### src/rtl/ram_arbiter.sv
// ram_arbiter: two-port round-robin arbiter in front of a single-port
// word RAM with registered read data. Each access passes through
// IDLE -> ISSUE -> (WAIT) -> RESP. Misaligned requests skip the RAM and
// complete with an error flag. Every output comes straight from a flop.
module ram_arbiter #(
    parameter int ADDR_W = 16,
    parameter int DATA_W = 32
) (
    input  logic              clock,
    input  logic              resetn,

    // requester A
    input  logic              a_req,
    input  logic              a_we,
    input  logic [ADDR_W-1:0] a_addr,
    input  logic [DATA_W-1:0] a_wdata,
    output logic              a_ack,
    output logic [DATA_W-1:0] a_rdata,
    output logic              a_err,

    // requester B
    input  logic              b_req,
    input  logic              b_we,
    input  logic [ADDR_W-1:0] b_addr,
    input  logic [DATA_W-1:0] b_wdata,
    output logic              b_ack,
    output logic [DATA_W-1:0] b_rdata,
    output logic              b_err,

    // RAM side
    output logic [ADDR_W-1:0] ram_address,
    output logic              ram_isRead,
    output logic [3:0]        ram_isWrite,
    output logic [DATA_W-1:0] ram_writeData,
    input  logic [DATA_W-1:0] ram_data,

    output logic              busy
);

    typedef enum logic [1:0] {
        ST_IDLE  = 2'b00,
        ST_ISSUE = 2'b01,
        ST_WAIT  = 2'b10,
        ST_RESP  = 2'b11
    } state_t;

    // ------------------------------------------------------------------
    // Registers
    // ------------------------------------------------------------------
    state_t              r_state;
    logic                r_win_b;       // current winner: 1 = B, 0 = A
    logic                r_last_b;      // 1 = B was granted last, so A wins a tie
    logic                r_we;          // winner's access is a write
    logic                r_mis;         // winner's access is misaligned
    logic [ADDR_W-1:0]   r_ram_address;
    logic [DATA_W-1:0]   r_ram_wdata;
    logic                r_ram_is_read;
    logic [3:0]          r_ram_is_write;
    logic                r_a_ack;
    logic                r_b_ack;
    logic                r_a_err;
    logic                r_b_err;
    logic [DATA_W-1:0]   r_a_rdata;
    logic [DATA_W-1:0]   r_b_rdata;
    logic                r_busy;

    // ------------------------------------------------------------------
    // Next-state values
    // ------------------------------------------------------------------
    state_t              w_state_next;
    logic                w_win_b_next;
    logic                w_last_b_next;
    logic                w_we_next;
    logic                w_mis_next;
    logic [ADDR_W-1:0]   w_ram_address_next;
    logic [DATA_W-1:0]   w_ram_wdata_next;
    logic                w_ram_is_read_next;
    logic [3:0]          w_ram_is_write_next;
    logic                w_a_ack_next;
    logic                w_b_ack_next;
    logic                w_a_err_next;
    logic                w_b_err_next;
    logic [DATA_W-1:0]   w_a_rdata_next;
    logic [DATA_W-1:0]   w_b_rdata_next;
    logic                w_busy_next;

    // ------------------------------------------------------------------
    // Request qualification and round-robin selection
    // ------------------------------------------------------------------
    // A requester still holds req during its own ack cycle; that stale
    // request must not be granted again. It counts from the next cycle on.
    logic                w_a_live;
    logic                w_b_live;
    logic                w_any_req;
    logic                w_grant_b;
    logic                w_sel_we;
    logic [ADDR_W-1:0]   w_sel_addr;
    logic [DATA_W-1:0]   w_sel_wdata;
    logic                w_misaligned;

    assign w_a_live     = a_req & ~r_a_ack;
    assign w_b_live     = b_req & ~r_b_ack;
    assign w_any_req    = w_a_live | w_b_live;
    // B wins when it is alone, or on a tie when A was granted last.
    assign w_grant_b    = w_b_live & (~w_a_live | ~r_last_b);
    assign w_sel_we     = w_grant_b ? b_we    : a_we;
    assign w_sel_addr   = w_grant_b ? b_addr  : a_addr;
    assign w_sel_wdata  = w_grant_b ? b_wdata : a_wdata;
    assign w_misaligned = (w_sel_addr[1:0] != 2'b00);

    // ------------------------------------------------------------------
    // FSM next-state decode
    // ------------------------------------------------------------------
    // Next state of the access sequencer.
    always_comb begin
        w_state_next = r_state;
        case (r_state)
            ST_IDLE: begin
                if (w_any_req) begin
                    w_state_next = w_misaligned ? ST_RESP : ST_ISSUE;
                end else begin
                    w_state_next = ST_IDLE;
                end
            end
            ST_ISSUE: begin
                // writes complete when issued; reads wait for RAM data
                w_state_next = r_we ? ST_RESP : ST_WAIT;
            end
            ST_WAIT: begin
                w_state_next = ST_RESP;
            end
            ST_RESP: begin
                w_state_next = ST_IDLE;
            end
            default: begin
                w_state_next = ST_IDLE;
            end
        endcase
    end

    // ------------------------------------------------------------------
    // Datapath and output next values
    // ------------------------------------------------------------------
    // Next values of grant bookkeeping, RAM strobes, acks, errors, rdata.
    always_comb begin
        w_win_b_next        = r_win_b;
        w_last_b_next       = r_last_b;
        w_we_next           = r_we;
        w_mis_next          = r_mis;
        w_ram_address_next  = r_ram_address;
        w_ram_wdata_next    = r_ram_wdata;
        w_ram_is_read_next  = 1'b0;
        w_ram_is_write_next = 4'b0000;
        w_a_ack_next        = 1'b0;
        w_b_ack_next        = 1'b0;
        w_a_err_next        = 1'b0;
        w_b_err_next        = 1'b0;
        w_a_rdata_next      = r_a_rdata;
        w_b_rdata_next      = r_b_rdata;

        case (r_state)
            ST_IDLE: begin
                if (w_any_req) begin
                    // every grant moves the pointer, misaligned ones too
                    w_win_b_next  = w_grant_b;
                    w_last_b_next = w_grant_b;
                    w_we_next     = w_sel_we;
                    w_mis_next    = w_misaligned;
                    if (!w_misaligned) begin
                        w_ram_address_next = w_sel_addr;
                        w_ram_wdata_next   = w_sel_wdata;
                        if (w_sel_we) begin
                            w_ram_is_write_next = 4'b1111;
                        end else begin
                            w_ram_is_read_next  = 1'b1;
                        end
                    end else begin
                        // no RAM access for a misaligned request
                        w_ram_address_next = r_ram_address;
                    end
                end else begin
                    w_win_b_next = r_win_b;
                end
            end
            ST_ISSUE: begin
                // strobes fall back to idle through the defaults
                w_mis_next = r_mis;
            end
            ST_WAIT: begin
                // RAM data issued last cycle is valid now
                if (r_win_b) begin
                    w_b_rdata_next = ram_data;
                end else begin
                    w_a_rdata_next = ram_data;
                end
            end
            ST_RESP: begin
                if (r_win_b) begin
                    w_b_ack_next = 1'b1;
                    w_b_err_next = r_mis;
                end else begin
                    w_a_ack_next = 1'b1;
                    w_a_err_next = r_mis;
                end
            end
            default: begin
                w_mis_next = r_mis;
            end
        endcase
    end

    // busy is a registered copy of "not heading to IDLE"
    assign w_busy_next = (w_state_next != ST_IDLE);

    // ------------------------------------------------------------------
    // State and output registers
    // ------------------------------------------------------------------
    // Register all state and outputs; reset clears every output at once.
    always_ff @(posedge clock or negedge resetn) begin
        if (!resetn) begin
            r_state        <= ST_IDLE;
            r_win_b        <= 1'b0;
            r_last_b       <= 1'b1;          // A has priority after reset
            r_we           <= 1'b0;
            r_mis          <= 1'b0;
            r_ram_address  <= {ADDR_W{1'b0}};
            r_ram_wdata    <= {DATA_W{1'b0}};
            r_ram_is_read  <= 1'b0;
            r_ram_is_write <= 4'b0000;
            r_a_ack        <= 1'b0;
            r_b_ack        <= 1'b0;
            r_a_err        <= 1'b0;
            r_b_err        <= 1'b0;
            r_a_rdata      <= {DATA_W{1'b0}};
            r_b_rdata      <= {DATA_W{1'b0}};
            r_busy         <= 1'b0;
        end else begin
            r_state        <= w_state_next;
            r_win_b        <= w_win_b_next;
            r_last_b       <= w_last_b_next;
            r_we           <= w_we_next;
            r_mis          <= w_mis_next;
            r_ram_address  <= w_ram_address_next;
            r_ram_wdata    <= w_ram_wdata_next;
            r_ram_is_read  <= w_ram_is_read_next;
            r_ram_is_write <= w_ram_is_write_next;
            r_a_ack        <= w_a_ack_next;
            r_b_ack        <= w_b_ack_next;
            r_a_err        <= w_a_err_next;
            r_b_err        <= w_b_err_next;
            r_a_rdata      <= w_a_rdata_next;
            r_b_rdata      <= w_b_rdata_next;
            r_busy         <= w_busy_next;
        end
    end

    // ------------------------------------------------------------------
    // Outputs
    // ------------------------------------------------------------------
    assign a_ack         = r_a_ack;
    assign a_rdata       = r_a_rdata;
    assign a_err         = r_a_err;
    assign b_ack         = r_b_ack;
    assign b_rdata       = r_b_rdata;
    assign b_err         = r_b_err;
    assign ram_address   = r_ram_address;
    assign ram_isRead    = r_ram_is_read;
    assign ram_isWrite   = r_ram_is_write;
    assign ram_writeData = r_ram_wdata;
    assign busy          = r_busy;

endmodule

### config.mk
export PLATFORM = sky130hd
export DESIGN_NAME = ram_arbiter
export DESIGN_NICKNAME = d
export VERILOG_FILES = /design/src/rtl/ram_arbiter.sv
export SDC_FILE = /design/constraint.sdc
export NUM_CORES = 1
export LEC_CHECK = 0
export CAP_MARGIN = 20
export CORE_MARGIN = 2
export CORE_UTILIZATION = 37
export DETAILED_ROUTE_END_ITERATION = 12
export PLACE_DENSITY = 0.77
export SETUP_SLACK_MARGIN = 0.15
export SLEW_MARGIN = 20
export SYNTH_ARGS = -nofsm -noshare
export SYNTH_HDL_FRONTEND = slang
export SYNTH_SLANG_ARGS = --single-unit
### constraint.sdc
create_clock -name clock -period 2 [get_ports clock]
set_input_delay 0.3 -clock clock [delete_from_list [all_inputs] [get_ports clock]]
set_output_delay 0.3 -clock clock [all_outputs]
set_load 0.01 [all_outputs]
[Word-level counts from Yosys, hierarchy flattened]
Index checks and enable logic that the tools add are counted.
Storage, ports and cells
  register bits: 128
  output and inout port bits: 122
  word-level logic and storage cells: 60
Cells by class
  equal/unequal tests: 3
  mux-type cells: 23
  bitwise operators: 11
  reduce and logical (&&, ||, !) cells: 7
Operators with widths (number)
  $mux W32: 1
  $mux W16: 1
  $mux W4: 4
  $mux W1: 14
  $pmux W2 S4: 1
  $not A1 Y1: 6
  $reduce_and A2 Y1: 3
  $eq A2 B2 Y1 const B: 2
  $mux W2: 2
  $reduce_bool A2 Y1: 2
  $and A1 B1 Y1: 3
  $reduce_and A3 Y1: 1
  $eq A2 B1 Y1 const B: 1
  $logic_not A2 Y1: 1
  $or A1 B1 Y1: 2

[Depth between registers and ports, before layout]
Gate-level depths: netlist of run 1.
  depth in word-level cells: 11
  gate-level depth with buffers: 8
  gate-level depth less buffers: 6

[Worst setup path before layout of run 1]
OpenSTA, ideal clock, no wires.
  path type: reg2reg
  from: register r_state[0]
  to: register r_ram_address[10], in the netlist ram_address[10]
  library setup time: 0.127 ns
  data arrival time: 1.926 ns
  data required time: 1.873 ns
  path slack: -0.053 ns
  cell stages (with the launch flop): 9
  path through: dfrtp_1 inv_1 ha_1 or3b_1 a211o_1 nand2_2 buf_6 buf_6 mux2_1
On the way
  word-level cells in the longest chain between the ends: 2
RTL lines
  start, declared: RTL line 50  | state_t r_state;
  start signal, assigned: RTL line 238  | r_state <= w_state_next;
  $logic_not A2 Y1: RTL line 161  | case (r_state)
  $reduce_and A3 Y1 (no source line)
  end signal, assigned: RTL line 226  | r_ram_address <= {ADDR_W{1'b0}};
  end signal, assigned: RTL line 243  | r_ram_address <= w_ram_address_next;
  end, declared: RTL line 55  | logic [ADDR_W-1:0] r_ram_address;
Every way passes these cells.
A chain may end at the register's enable or synchronous reset.

[Final worst setup path of run 1]
  from: register r_state[1]
  to: register r_ram_wdata[7], in the netlist ram_writeData[7]
On the way
  word-level cells in the longest chain between the ends: 2
RTL lines
  $logic_not A2 Y1: RTL line 161
  $reduce_and A3 Y1 (no source line)
  end signal, assigned: RTL line 227  | r_ram_wdata <= {DATA_W{1'b0}};
  end signal, assigned: RTL line 244  | r_ram_wdata <= w_ram_wdata_next;
  end, declared: RTL line 56  | logic [DATA_W-1:0] r_ram_wdata;
Every way passes these cells.

==> results of run 1 <==
==> final cells by class <==
| cell class | instances | area (um2) | area share [%] |
|---|---|---|---|
| Multi-Input combinational cell | 195 | 2316 | 24.82 |
| Sequential cell | 125 | 3129 | 33.53 |
| Timing Repair Buffer | 291 | 3038 | 32.56 |
| Clock inverter | 10 | 137.6 | 1.475 |
| Tap cell | 180 | 225.2 | 2.414 |
| Inverter | 3 | 11.26 | 0.1207 |
| Clock buffer | 22 | 474.2 | 5.082 |
==> power by group <==
part	switching, W	leakage (nW)	internal (W)
Sequential	0.000703	1.49	0.00379
Combinational	0.00242	2.22	0.00456
Clock	0.00110	0.296	0.00206
Total	0.00422	4.01	0.0104
==> flip-flops by register name, summed over array words and instances, names as in the netlist, 2 cells and up <==
name	count
b_rdata	32
a_rdata	32
ram_address	16
r_state	2
ram_writeData	32
==> layer usage <==
layer | up-vias | routed length, um
met1 | 1951 | 5738
li1 | 1802 | -
met5 | - | 0
met3 | 17 | 1509
met2 | 177 | 7609
met4 | 0 | 191
==> stage by stage <==
step / cell area, um2 / setup TNS [ns] / hold WS, ns / total power (W)
floorplan: 5289 / -0.8869 / 0.004409 / 0.007001
global placement: 8157 / -7.806 / 0.4479 / 0.01026
detailed placement: 8157 / -8.970 / 0.4559 / 0.01046
CTS: 9046 / -3.473 / 0.02065 / 0.01413
global route: 9331 / -9.078 / 0.03891 / 0.01541
finish: 9331 / -6.279 / -0.03075 / 0.01463
==> worst paths after layout <==
| path | start | endpoint | slack (ns) |
|---|---|---|---|
| max in group asynchronous | resetn | r_we$_DFFE_PN0P_ | 1.49 |
| max reg2reg | r_state[1]$_DFF_PN0_ | ram_writeData[7]$_DFFE_PN0P_ | -0.19 |
| min reg2reg | ram_address[5]$_DFFE_PN0P_ | ram_address[5]$_DFFE_PN0P_ | 0.49 |
| max | r_state[1]$_DFF_PN0_ | ram_writeData[7]$_DFFE_PN0P_ | -0.19 |
| min in group clock | ram_address[5]$_DFFE_PN0P_ | ram_address[5]$_DFFE_PN0P_ | 0.49 |
| min | resetn | a_rdata[5]$_DFFE_PN0P_ | -0.03 |
==> cell usage in the layout, fill, tap and decap left out, types with 3 or more instances in the layout <==
master / netlist / final
nand2b_1: 3 / 3
buf_4: 5 / 22
mux2_2: 135 / 87
dfrtp_1: 124 / 124
buf_12: 0 / 8
and2_1: 4 / 4
and3_1: 3 / 3
nand2_1: 4 / 4
o21ai_0: 4 / 4
clkinv_2: 0 / 3
bufinv_16: 0 / 3
nor2b_1: 4 / 3
clkbuf_8: 0 / 3
clkdlybuf4s50_1: 0 / 254
mux2_4: 0 / 68
clkbuf_16: 0 / 21
==> worst max-delay path, delay by kind of cell (launching register included) <==
family          cells  cell delay (ns)
compound gates      1             0.32
flops               1             0.41
simple gates        2             0.49
fa+ha+maj           1             0.13
buf+inv             3             0.40
mux                 1             0.33
==> cell families (layout without fill, tap and decap cells) <==
family	Yosys count	count (layout)	synth area share (%)
simple gates	22	22	2.392
compound gates	12	12	1.374
fa+ha+maj	4	4	0.9475
mux	157	157	33.44
flops	125	125	59.24
buf+inv	24	326	2.605
==> repair_timing <==
| action | in CTS | in global routing |
|---|---|---|
| endpoints found under the hold margin | 0 | 0 |
| pin swaps | 0 | 2 |
| buffers inserted | 6 | 6 |
| gates cloned | 2 | 4 |
| resized for setup | 43 | 36 |
| endpoints found under the setup margin | 46 | 55 |
==> metrics, run 1 <==
synthesized net count approximately 480; vias in the first global route 4106; Non-Filler Instances approximately 830; Final Cycle Share 109.7%; fillcell total approximately 1000; Mapped Cells approximately 340; Slew Limit Fails 0; initial antenna violation count 0; Rows 43; first-pass GRT wire length ~21000 um; asr flop ratio synth 100.0%; GRT met1 Usage around a fifth; WS Path Type flop to flop; power per cell area ~1600 mW/mm2; Hold Crit Class input port to asynchronous set/reset pin; layout cells sized above 1 between 30% and 40%; n_diodes 0; DR DRC count 0; hold buffer count at cts 0; initial core utilization 37.91%; Worst Hold Slack -0.03075 ns; Sink Count between 100 and 150; Die Span X around 120 um; max incr delay on CP between 0.4 and 0.5 ns; final WL 15050 um; Yosys reg bits around 130; Req. time, crit path ~2.3 ns; CTS Root Cell clkbuf_16; Die ar. about 0.015 mm2; area of the core 0.01393 mm2; Least-Margin Pin Slew 0.6795 ns; dpl hpwl 9623 um; GR Util met3 7.611%; wire length per cell between 15 and 20 um; busiest grt layer met2; grt ovf 0; Slowest-stage cell, CP dfrtp_1; number of port buffers about 260; post-synthesis sequential area ratio roughly three fifths; Synth area leader dfrtp_1; TritonCTS clock tree built; Final Skew ~0.006 ns; routed via count roughly 3900; synthesized area per cell about 15 um2; CTS Buf Count 17; clk slew on worst S/H paths ~0.06 ns; H-tree levels 4; Crit. End Element flop; status finished with violations; Placer Congestion approximately 0.80; Die Y between 100 and 150 um; RSZ-0062 raised after global routing true; Top Ports ~260; ranking of synthesized cells by area dfrtp_1 (59%), mux2_2 (29%), mux2_1 (4.5%); Final min period around 2.2 ns; Via density ~4.8; EDFF count, synth 0; crit path DAT roughly 2.5 ns; Max Buffers Root-to-Sink 2; failing checks hold timing, setup timing; GRT Total Usage between 10% and 20%; pin count of the biggest net entering global routing between 100 and 150; critical path fanouts, max 7; share of the synthesized area in the top cell type approximately three fifths; GRT met2 Usage between 30% and 40%; final net count between 700 and 800; startpoint types flop; dpl ws -0.2329 ns; Max VDD drop roughly 0.0010 V; Leak Pwr between 4 and 5 nW; Fin. Hold Viols 36; FMAX between 0.4 and 0.5 GHz; Worst R2R Path Depth 8; Post-Syn Area between 0.005 and 0.006 mm2; Yosys Warn Count 0; 1st-pass router iterations 4; max_slew headroom between 50% and 60%; maxcap violations 0; setup violators final 46; ys flop type dfrtp_1; DR iter-0 viols between 100 and 150; Area growth syn-to-layout 76.65%; synth unique cells 28; Routed Antenna Nets 0; synth cell count leaders mux2_2 (135), dfrtp_1 (124), mux2_1 (21); # placed instances a little under 800; Critical Path, Cell by Cell inv_2 -> ha_4 -> or3b_4 -> a211o_1 -> nand2_4 -> buf_12 -> clkbuf_16 -> mux2_2; setup ws final -0.1943 ns; most common cell in the netlist mux2_2; clk_lat worst skew 0.41 ns; Final Util about two thirds
Note: power is estimated with default switching activity, not from simulation.
==> run 2: changes to the inputs <==
--- a/config.mk
+++ b/config.mk
@@ -12,2 +12,3 @@
 export PLACE_DENSITY = 0.77
+export RECOVER_POWER = 25
 export SETUP_SLACK_MARGIN = 0.15
==> constraint.sdc (replaced) <==
create_clock -name clock -period 2 [get_ports clock]
set_input_delay 0.6 -clock clock [delete_from_list [all_inputs] [get_ports clock]]
set_output_delay 0.6 -clock clock [all_outputs]
set_load 0.01 [all_outputs]
==> metrics, run 2 (synthesis results as in run 1) <==
TritonCTS clock tree built; initial core utilization a little under two fifths; Routed Antenna Nets 0; number of port buffers about 260; setup violators final 32; pin count of the biggest net entering global routing 38; Buf/Inv on CP 2; vias in the first global route between 4000 and 5000; FF-to-FF End ram_writeData[31]$_DFFE_PN0P_; CTS Root Cell clkbuf_16; GRT Total Usage approximately a fifth; max_slew headroom 43.73%; Final Skew around 0.0065 ns; Max Buffers Root-to-Sink 2; routed via count between 3000 and 4000; startpoint types flop; Crit. End Element flop; Worst R2R Path Depth 7; switching pwr between 0.004 and 0.005 W; Sink Count about 130; 1st-pass router iterations 4; Final Cycle Share 101.6%; failing checks setup timing; area of the core roughly 0.014 mm2; maxcap violations 0; Least-Margin Pin Slew 0.8440 ns; Req. time, crit path approximately 2.3 ns; critical path fanouts, max 17; n_diodes 0; Logic pwr share 43.7%; FMAX 0.4920 GHz; grt ovf 0; Slew Limit Fails 0; delay-heaviest family, CP simple AND/OR/NAND/NOR gates; first-pass GRT wire length 21490 um; final WL ~15000 um; r2r setup slk -0.03 ns; Die Span X around 120 um; clk_lat worst skew 0.41 ns; Critical Path, Cell by Cell inv_2 -> ha_4 -> or3b_1 -> a211o_1 -> nand2_4 -> buf_12 -> mux2_2; Hold Crit Class input port to asynchronous set/reset pin; wire length per cell 17.75 um; max incr delay on CP 0.38 ns; Via density around 4.7; DR DRC count 0; initial antenna violation count 0; dpl ws -0.5437 ns; Placer Congestion 0.7316; Leak Pwr between 4 and 5 nW; RSZ-0062 raised after global routing true; power per cell area around 1500 mW/mm2; Rows between 40 and 50; WS Path Type flop to flop; layout cells sized above 1 a little over a third; Final min period 2.033 ns; internal power slightly above 0.009 W; Top Ports ~260; H-tree levels 4; Slowest-stage cell, CP dfrtp_1; Max VDD drop about 0.0009 V; status finished with violations; crit path DAT 2.32 ns; sw frac a little under a third; Die ar. 0.01525 mm2; Worst Hold Slack 0.2858 ns; setup ws final -0.03254 ns; dpl hpwl 10200 um; Area growth syn-to-layout 70.35%; Fin. Hold Viols 0; Die Y 123.5 um; DR iter-0 viols 90; most frequent cells in the layout clkdlybuf4s50_1 (128), dlygate4sd2_1 (126), dfrtp_1 (124); Clock power frac 22.7%; worst r2r src r_state[0]$_DFF_PN0_; final net count 770; CTS Buf Count 17; clk slew on worst S/H paths around 0.050 ns; most common cell after layout, fill and taps aside clkdlybuf4s50_1; Reg power frac between 30% and 40%
## run 2: area by class of cell
class                   instances  area [um2]
flip-flops and latches        125        3129
repair buffers                290        2864
fillers                      1085        4936
clock inverters                13       143.9
well taps                     180       225.2
inverters                       3       11.26
multi-input cells             195        2182
clock buffers                  19       442.9
## run 2: stage by stage
stage	instances	cell area, um2	power, W	setup TNS, ns	util, %
6_report	825	8999	0.01316	-0.4748	64.58
5_1_grt	825	8999	0.01395	-3.215	64.58
4_1_cts	822	8911	0.01309	-0.6323	63.95
3_5_place_dp	778	8182	0.01047	-25.08	58.71
3_3_place_gp	778	8182	0.01027	-23.80	58.71
2_1_floorplan	344	5305	0.007022	-0.8798	-
## run 2: per-layer routing
layer / global-route usage, % / up-vias / wire length (um)
met2: 32.38 / 197 / 7024
met1: 20.27 / 1888 / 5599
li1: - / 1804 / -
met5: 0 / - / 0
met3: 9.640 / 18 / 1769
met4: 7.244 / 0 / 247
## run 2: worst max-delay path by stage
| stage | from | end | slack (ns) | cells after the start |
|---|---|---|---|---|
| final | r_state[0]$_DFF_PN0_ | ram_writeData[31]$_DFFE_PN0P_ | -0.03 | 7 |
| after global routing | r_state[0]$_DFF_PN0_ | ram_writeData[24]$_DFFE_PN0P_ | -0.10 | 7 |
| after CTS | r_state[0]$_DFF_PN0_ | ram_writeData[20]$_DFFE_PN0P_ | -0.04 | 7 |
| after detailed placement | a_req | ram_address[6]$_DFFE_PN0P_ | -0.54 | 6 |
| after global placement | a_req | ram_address[10]$_DFFE_PN0P_ | -0.51 | 6 |
| after floorplan | r_state[0]$_DFF_PN0_ | ram_address[10]$_DFFE_PN0P_ | -0.05 | 8 |
## run 2: power by group through the flow
stage / sequential [W] / clock [W] / combinational (W)
CTS: 0.00442 / 0.00305 / 0.00562
finish: 0.00442 / 0.00298 / 0.00576
global placement: 0.00440 / 0 / 0.00588
detailed placement: 0.00447 / 0 / 0.00601
floorplan: 0.00496 / 0 / 0.00206
global route: 0.00459 / 0.00317 / 0.00619
## run 2: repair_timing
action,CTS,global route
cloned,5,0
setup buffers,7,3
hold buffers,0,0
setup endpoints to repair,172,48
pin swaps,1,0
hold endpoints to repair,0,0
gates resized for setup,148,25
==> run 3: changes to the inputs <==
SLEW_MARGIN = 40   (was 20)
==> results of run 3 <==
No change in the layout: final DEF, timing and power equal those of run 2.
